File: src/rtl/spi_pixel_tx_pkg.sv
// Shared definitions for the SPI pixel transmitter: FSM state encoding and
// the bit layout / idle values of the SPI pin synchronizer.
package spi_pixel_tx_pkg;

    typedef enum logic [2:0] {
        IDLE,
        FETCH,
        LOAD,
        READY,
        SHIFT,
        DONE
    } spi_tx_state_t;

    // Bit positions of the SPI pins inside the synchronizer vectors
    localparam int SYNC_CLK_BIT = 0;
    localparam int SYNC_CS_BIT  = 1;

    // Idle bus levels: SPI_CLK low (mode 0), SPI_CS deasserted (high)
    localparam logic [1:0] SYNC_IDLE = 2'b10;

endpackage

File: src/rtl/spi_sync_edge.sv
// Brings the asynchronous MCU pins SPI_CLK and SPI_CS into the clk domain
// through 2-FF synchronizers and derives single-cycle rise/fall pulses from
// the synchronized copies only.
module spi_sync_edge
    import spi_pixel_tx_pkg::*;
(
    input  logic clk,
    input  logic rst_n,
    input  logic SPI_CLK,
    input  logic SPI_CS,
    output logic clk_rise,
    output logic clk_fall,
    output logic cs_level,
    output logic cs_rise,
    output logic cs_fall
);

    logic [1:0] meta_q;
    logic [1:0] sync_q;
    logic [1:0] prev_q;

    // Two synchronizer stages plus one history stage for edge detection
    always_ff @(posedge clk or negedge rst_n) begin
        if (!rst_n) begin
            meta_q <= SYNC_IDLE;
            sync_q <= SYNC_IDLE;
            prev_q <= SYNC_IDLE;
        end else begin
            meta_q <= {SPI_CS, SPI_CLK};
            sync_q <= meta_q;
            prev_q <= sync_q;
        end
    end

    assign clk_rise = sync_q[SYNC_CLK_BIT] & ~prev_q[SYNC_CLK_BIT];
    assign clk_fall = ~sync_q[SYNC_CLK_BIT] & prev_q[SYNC_CLK_BIT];
    assign cs_level = sync_q[SYNC_CS_BIT];
    assign cs_rise  = sync_q[SYNC_CS_BIT] & ~prev_q[SYNC_CS_BIT];
    assign cs_fall  = ~sync_q[SYNC_CS_BIT] & prev_q[SYNC_CS_BIT];

endmodule

File: src/rtl/spi_pixel_tx.sv
// SPI mode-0 slave transmitter: streams one frame of pixel bytes from the
// pixel RAM to the MCU, MSB first, one byte per chip-select window. A byte
// aborted mid-way by the MCU is refetched and sent again in full.
module spi_pixel_tx
    import spi_pixel_tx_pkg::*;
#(
    parameter int IMAGE_SIZE       = 65536,
    parameter int IMAGE_ADDR_WIDTH = 16,
    parameter int RGB_SIZE         = 8
) (
    input  logic                        clk,
    input  logic                        rst_n,
    input  logic                        start,
    output logic [IMAGE_ADDR_WIDTH-1:0] rd_addr,
    output logic                        rd_en,
    input  logic [RGB_SIZE-1:0]         rd_data,
    input  logic                        SPI_CLK,
    input  logic                        SPI_CS,
    output logic                        SPI_MISO,
    output logic                        miso_oe,
    output logic                        request_flag,
    output logic                        busy,
    output logic                        done
);

    localparam int BIT_CNT_WIDTH = $clog2(RGB_SIZE);
    localparam logic [IMAGE_ADDR_WIDTH-1:0] LAST_ADDR = IMAGE_ADDR_WIDTH'(IMAGE_SIZE - 1);
    localparam logic [BIT_CNT_WIDTH-1:0]    LAST_BIT  = BIT_CNT_WIDTH'(RGB_SIZE - 1);

    spi_tx_state_t               state;
    spi_tx_state_t               next_state;
    logic [IMAGE_ADDR_WIDTH-1:0] addr;
    logic [BIT_CNT_WIDTH-1:0]    bit_cnt;
    logic [RGB_SIZE-1:0]         shreg;
    logic                        byte_done;
    logic                        last_byte;

    logic clk_rise;
    logic clk_fall;
    logic cs_level;
    logic cs_rise;
    logic cs_fall;

    spi_sync_edge u_sync (
        .clk      (clk),
        .rst_n    (rst_n),
        .SPI_CLK  (SPI_CLK),
        .SPI_CS   (SPI_CS),
        .clk_rise (clk_rise),
        .clk_fall (clk_fall),
        .cs_level (cs_level),
        .cs_rise  (cs_rise),
        .cs_fall  (cs_fall)
    );

    assign rd_addr = addr;

    // State register
    always_ff @(posedge clk or negedge rst_n) begin
        if (!rst_n) begin
            state <= IDLE;
        end else begin
            state <= next_state;
        end
    end

    // Next-state decode and per-state outputs
    always_comb begin
        next_state   = state;
        rd_en        = 1'b0;
        request_flag = 1'b0;
        busy         = 1'b0;
        done         = 1'b0;
        miso_oe      = 1'b0;
        SPI_MISO     = 1'b0;
        case (state)
            IDLE: begin
                if (start) next_state = FETCH;
            end
            FETCH: begin
                busy       = 1'b1;
                rd_en      = 1'b1;
                next_state = LOAD;
            end
            LOAD: begin
                busy       = 1'b1;
                next_state = READY;
            end
            READY: begin
                busy         = 1'b1;
                request_flag = 1'b1;
                SPI_MISO     = shreg[RGB_SIZE-1];
                if (cs_fall) next_state = SHIFT;
            end
            SHIFT: begin
                busy     = 1'b1;
                SPI_MISO = shreg[RGB_SIZE-1];
                miso_oe  = ~cs_level;
                if (byte_done && (clk_fall || cs_rise)) begin
                    next_state = last_byte ? DONE : FETCH;
                end else if (cs_rise) begin
                    next_state = FETCH;
                end
            end
            DONE: begin
                done       = 1'b1;
                next_state = IDLE;
            end
            default: next_state = IDLE;
        endcase
    end

    // Address, bit counter and shift register; the address only advances
    // once all bits of a byte have been clocked out, so aborts refetch it
    always_ff @(posedge clk or negedge rst_n) begin
        if (!rst_n) begin
            addr      <= '0;
            bit_cnt   <= '0;
            shreg     <= '0;
            byte_done <= 1'b0;
            last_byte <= 1'b0;
        end else begin
            case (state)
                IDLE: begin
                    if (start) addr <= '0;
                end
                LOAD: begin
                    shreg     <= rd_data;
                    bit_cnt   <= '0;
                    byte_done <= 1'b0;
                    last_byte <= 1'b0;
                end
                SHIFT: begin
                    if (!cs_rise && !byte_done) begin
                        if (clk_rise) begin
                            bit_cnt <= bit_cnt + BIT_CNT_WIDTH'(1);
                            if (bit_cnt == LAST_BIT) begin
                                byte_done <= 1'b1;
                                last_byte <= (addr == LAST_ADDR);
                                addr      <= addr + IMAGE_ADDR_WIDTH'(1);
                            end
                        end else if (clk_fall) begin
                            shreg <= {shreg[RGB_SIZE-2:0], 1'b0};
                        end
                    end
                end
                default: ;
            endcase
        end
    end

endmodule

File: config.mk
export PLATFORM = sky130hd
export DESIGN_NAME = spi_pixel_tx
export DESIGN_NICKNAME = d
export VERILOG_FILES = /design/src/rtl/spi_pixel_tx_pkg.sv /design/src/rtl/spi_sync_edge.sv /design/src/rtl/spi_pixel_tx.sv
export SDC_FILE = /design/constraint.sdc
export NUM_CORES = 1
export LEC_CHECK = 0
export BUFFER_PORTS_ARGS = -buffer_cell sky130_fd_sc_hd__buf_2
export CAP_MARGIN = 10
export CORE_MARGIN = 2
export CORE_UTILIZATION = 50
export CTS_BUF_LIST = sky130_fd_sc_hd__clkbuf_4
export DETAILED_ROUTE_END_ITERATION = 6
export MAX_ROUTING_LAYER = met4
export PLACE_DENSITY = 0.72
export SETUP_SLACK_MARGIN = 0.15
export SLEW_MARGIN = 20
export SYNTH_ARGS = -nofsm -noshare
export SYNTH_HDL_FRONTEND = slang
export SYNTH_SLANG_ARGS = --single-unit
File: constraint.sdc
create_clock -name clk -period 2.1 [get_ports clk]
set_input_delay 0.105 -clock clk [delete_from_list [all_inputs] [get_ports clk]]
set_output_delay 0.105 -clock clk [all_outputs]
set_load 0.02 [all_outputs]
==> results.yml <==
timing:
  slew_viol_final: 0
  setup_violations: 0
  rsz0062_at_grt: "yes"
  fin_crit_ns: 1.911
  timing.final.ws_setup_ns: 0.1893
  worst_clock_skew_ns: 0.009548
  worst_pin_slew_ns: 0.8294
  finalHoldViolCount: 0
  fmax_mhz: 523.4
  slew_headroom: 0.4471
  min_period_over_period: 0.9099
  tns_ns: 0
placed_design:
  postPlaceCellArea_um2: 2344
  io_buffers: 34
  dp_cells: 291
  place_ws_ns: 0.1537
  gp_congestion: 0.8333
  post-dp-hpwl_um: 3506
route:
  routed_wl_um: 4940
  viasPerCell: 6.036
  wl_met2_um: 2411
  routed.top_layer: "met4"
  vias: 1853
  dr.pass1.iters: 4
  drtIter0Drc: 135
  dr_wl_met3_um: 221
  drtAntennaViolNets: 0
  wl_met1_um: 2229
  routedWlPerCell_um: 16.09
  drc: 0
die:
  start_util: 0.5211
  io_pins: 35
  fp.dieH_um: 68.57
  dieArea_um2: 4701
  core_area_um2: 4000
  die_w_um: 68.57
  num_rows: 23
cells_and_area:
  fin_area_um2: 2514
  regArea_um2: 954.7
  final_common_cell: "dfrtp_1"
  n_antenna_cell: 0
  final_cell_mix: "35 x dfrtp_1, 34 x buf_2, 15 x a31oi_1"
  syn_to_final_growth_pct: 20.59
  nFillCells: 345
  multi_input_area_um2: 1080
  drive_gt1_frac: 0.2802
  final_nets: 272
  final_cell_count_no_fill: 307
cts:
  tritoncts.num_buffers: 5
  cts_max_level: 2
  cts_tree: "yes"
  clock_latency_ns: 0.35
  clock-sinks: 38
  cts.path.max_buffers: 2
  path_clk_slew_ns: 0.13
  cts-root-buf: "clkbuf_4"
pwr:
  leakage_uw: 0.001147
  peakVddDrop_mv: 0.8106
  power_uw: 2603
  cellPowerDensity_nw_per_um2: 1036
global_routing:
  grt_pass1_vias: 1789
  grt.overflow.total: 0
  antenna_found_initial: 0
  grt_start_max_net_pins: 39
  grt_use_total: 0.2430
  grt_first_pass_wirelength_um: 8142
yosys:
  synth_top_area_share: 0.4202
  async_reset_ff_frac: 1.000
  ys_seq_area_frac: 0.4580
  yosys-top-cells-area: "dfrtp_1 42%, a31oi_1 4.5%, dfstp_2 3.8%, mux2i_1 3.4%, o21ai_0 3.1%"
  avgSynthCellArea_um2: 10.02
  synth_seq_cells: 38
  synth_top_area_cell: "dfrtp_1"
  synth_cell_type_count: 52
  synth_area_um2: 2084
  synth_nets: 224
  synth_edf_count: 0
  synth_warnings: 0
  synth_cells: 208
  ys.flop_type: "dfrtp_1"
worst_setup_path:
  required_ns: 2.36
  crit_arrival_ns: 2.17
  path_max_fanout: 4
  crit_type: "reg2reg"
  setup.worst_path.start_class: "flop"
  critPathCaptureType: "flop"
job:
  drv_cap: 0
run_status:
  status: "finished, final reports clean"
hold_path:
  min_path_type: "in2reg"
## critical path, cell delays in order, from the launching register on
cell and delay, ns:
dfrtp_1 0.38, ha_2 0.19, ha_4 0.14, nand3b_4 0.10, or4b_4 0.57, o211a_1 0.22
a211o_1 0.22
## report_power, final
group | switching (µW) | total, µW | internal [µW]
Combinational | 660 | 1060 | 397
Sequential | 135 | 1030 | 893
Clock | 270 | 519 | 250
Total | 1060 | 2600 | 1540
## logic make-up (layout without fill, tap and decap cells)
kind of cell / count (synthesis) / count (layout) / share of synthesized area
adders and majority gates: 3 / 3 / 0.01801
xor gates and xnor gates: 1 / 1 / 0.004202
and+or+nand+nor: 74 / 74 / 0.2245
AOI/OAI and AO/OA: 67 / 67 / 0.2185
muxes: 9 / 9 / 0.04442
DFF: 38 / 38 / 0.4580
buffers and inverters: 16 / 65 / 0.03241
## cells in the mapped netlist (all sizes together), types with 3 or more instances
master  instances
dfrtp          35
a31oi          15
o21ai          14
nand2          12
a21oi          11
nand3          11
nor2           10
buf             7
mux2i           7
and3            6
nor3            6
a22o            5
inv             5
nand2b          5
nand4           5
o31ai           5
clkbuf          4
or4b            4
and2            3
dfstp           3
ha              3
o311ai          3
## repair_timing
| action | 4_1_cts | 5_1_grt |
|---|---|---|
| pin swaps | 0 | 4 |
| resized for setup | 2 | 3 |
| endpoints found under the hold margin | 38 | 0 |
| hold buffers | 4 | 0 |
| buffers inserted | 1 | 3 |
| endpoints found under the setup margin | 2 | 4 |
## sequential cells by signal (all words and copies together), names as in the netlist
signal	cells
byte_done	1
state	3
u_sync.sync_q	2
u_sync.meta_q	2
rd_addr	16
last_byte	1
u_sync.prev_q	2
shreg	8
bit_cnt	3
## cell type report
cell class	instances	share of cell area
Tap cell	50	0.02489
Inverter	5	0.007466
Timing Repair Buffer	52	0.1254
Sequential cell	38	0.3798
Clock inverter	3	0.01792
Multi-Input combinational cell	154	0.4296
Clock buffer	5	0.01493
## routing by layer
layer	global-route usage	vias to the layer above
li1	-	904
met1	0.2890	889
met2	0.4038	51
met3	0.05519	9
met4	0.08750	0
met5	-	-
## final timing paths
check / end / from / depth (start not counted) / slack (ns)
min in group asynchronous: rd_addr[11] / rst_n / 2 / 0.37
max in group asynchronous: shreg[1] / rst_n / 2 / 1.21
worst min register to register: u_sync.sync_q[0] / u_sync.meta_q[0] / 0 / 0.36
worst max register to register: rd_addr[6] / bit_cnt[0] / 6 / 0.19
worst min-delay path: shreg[7] / rd_data[7] / 3 / 0.07
worst max-delay path: rd_addr[6] / bit_cnt[0] / 6 / 0.19
## stage by stage
stage,util,hold slack [ns]
after global placement,0.5859,0.2111
after global routing,0.6284,0.05539
final,0.6284,0.06856
after detailed placement,0.5859,0.2119
after CTS,0.6196,0.06016
after floorplan,-,-0.1906
Power figures use the tool's default switching activity.
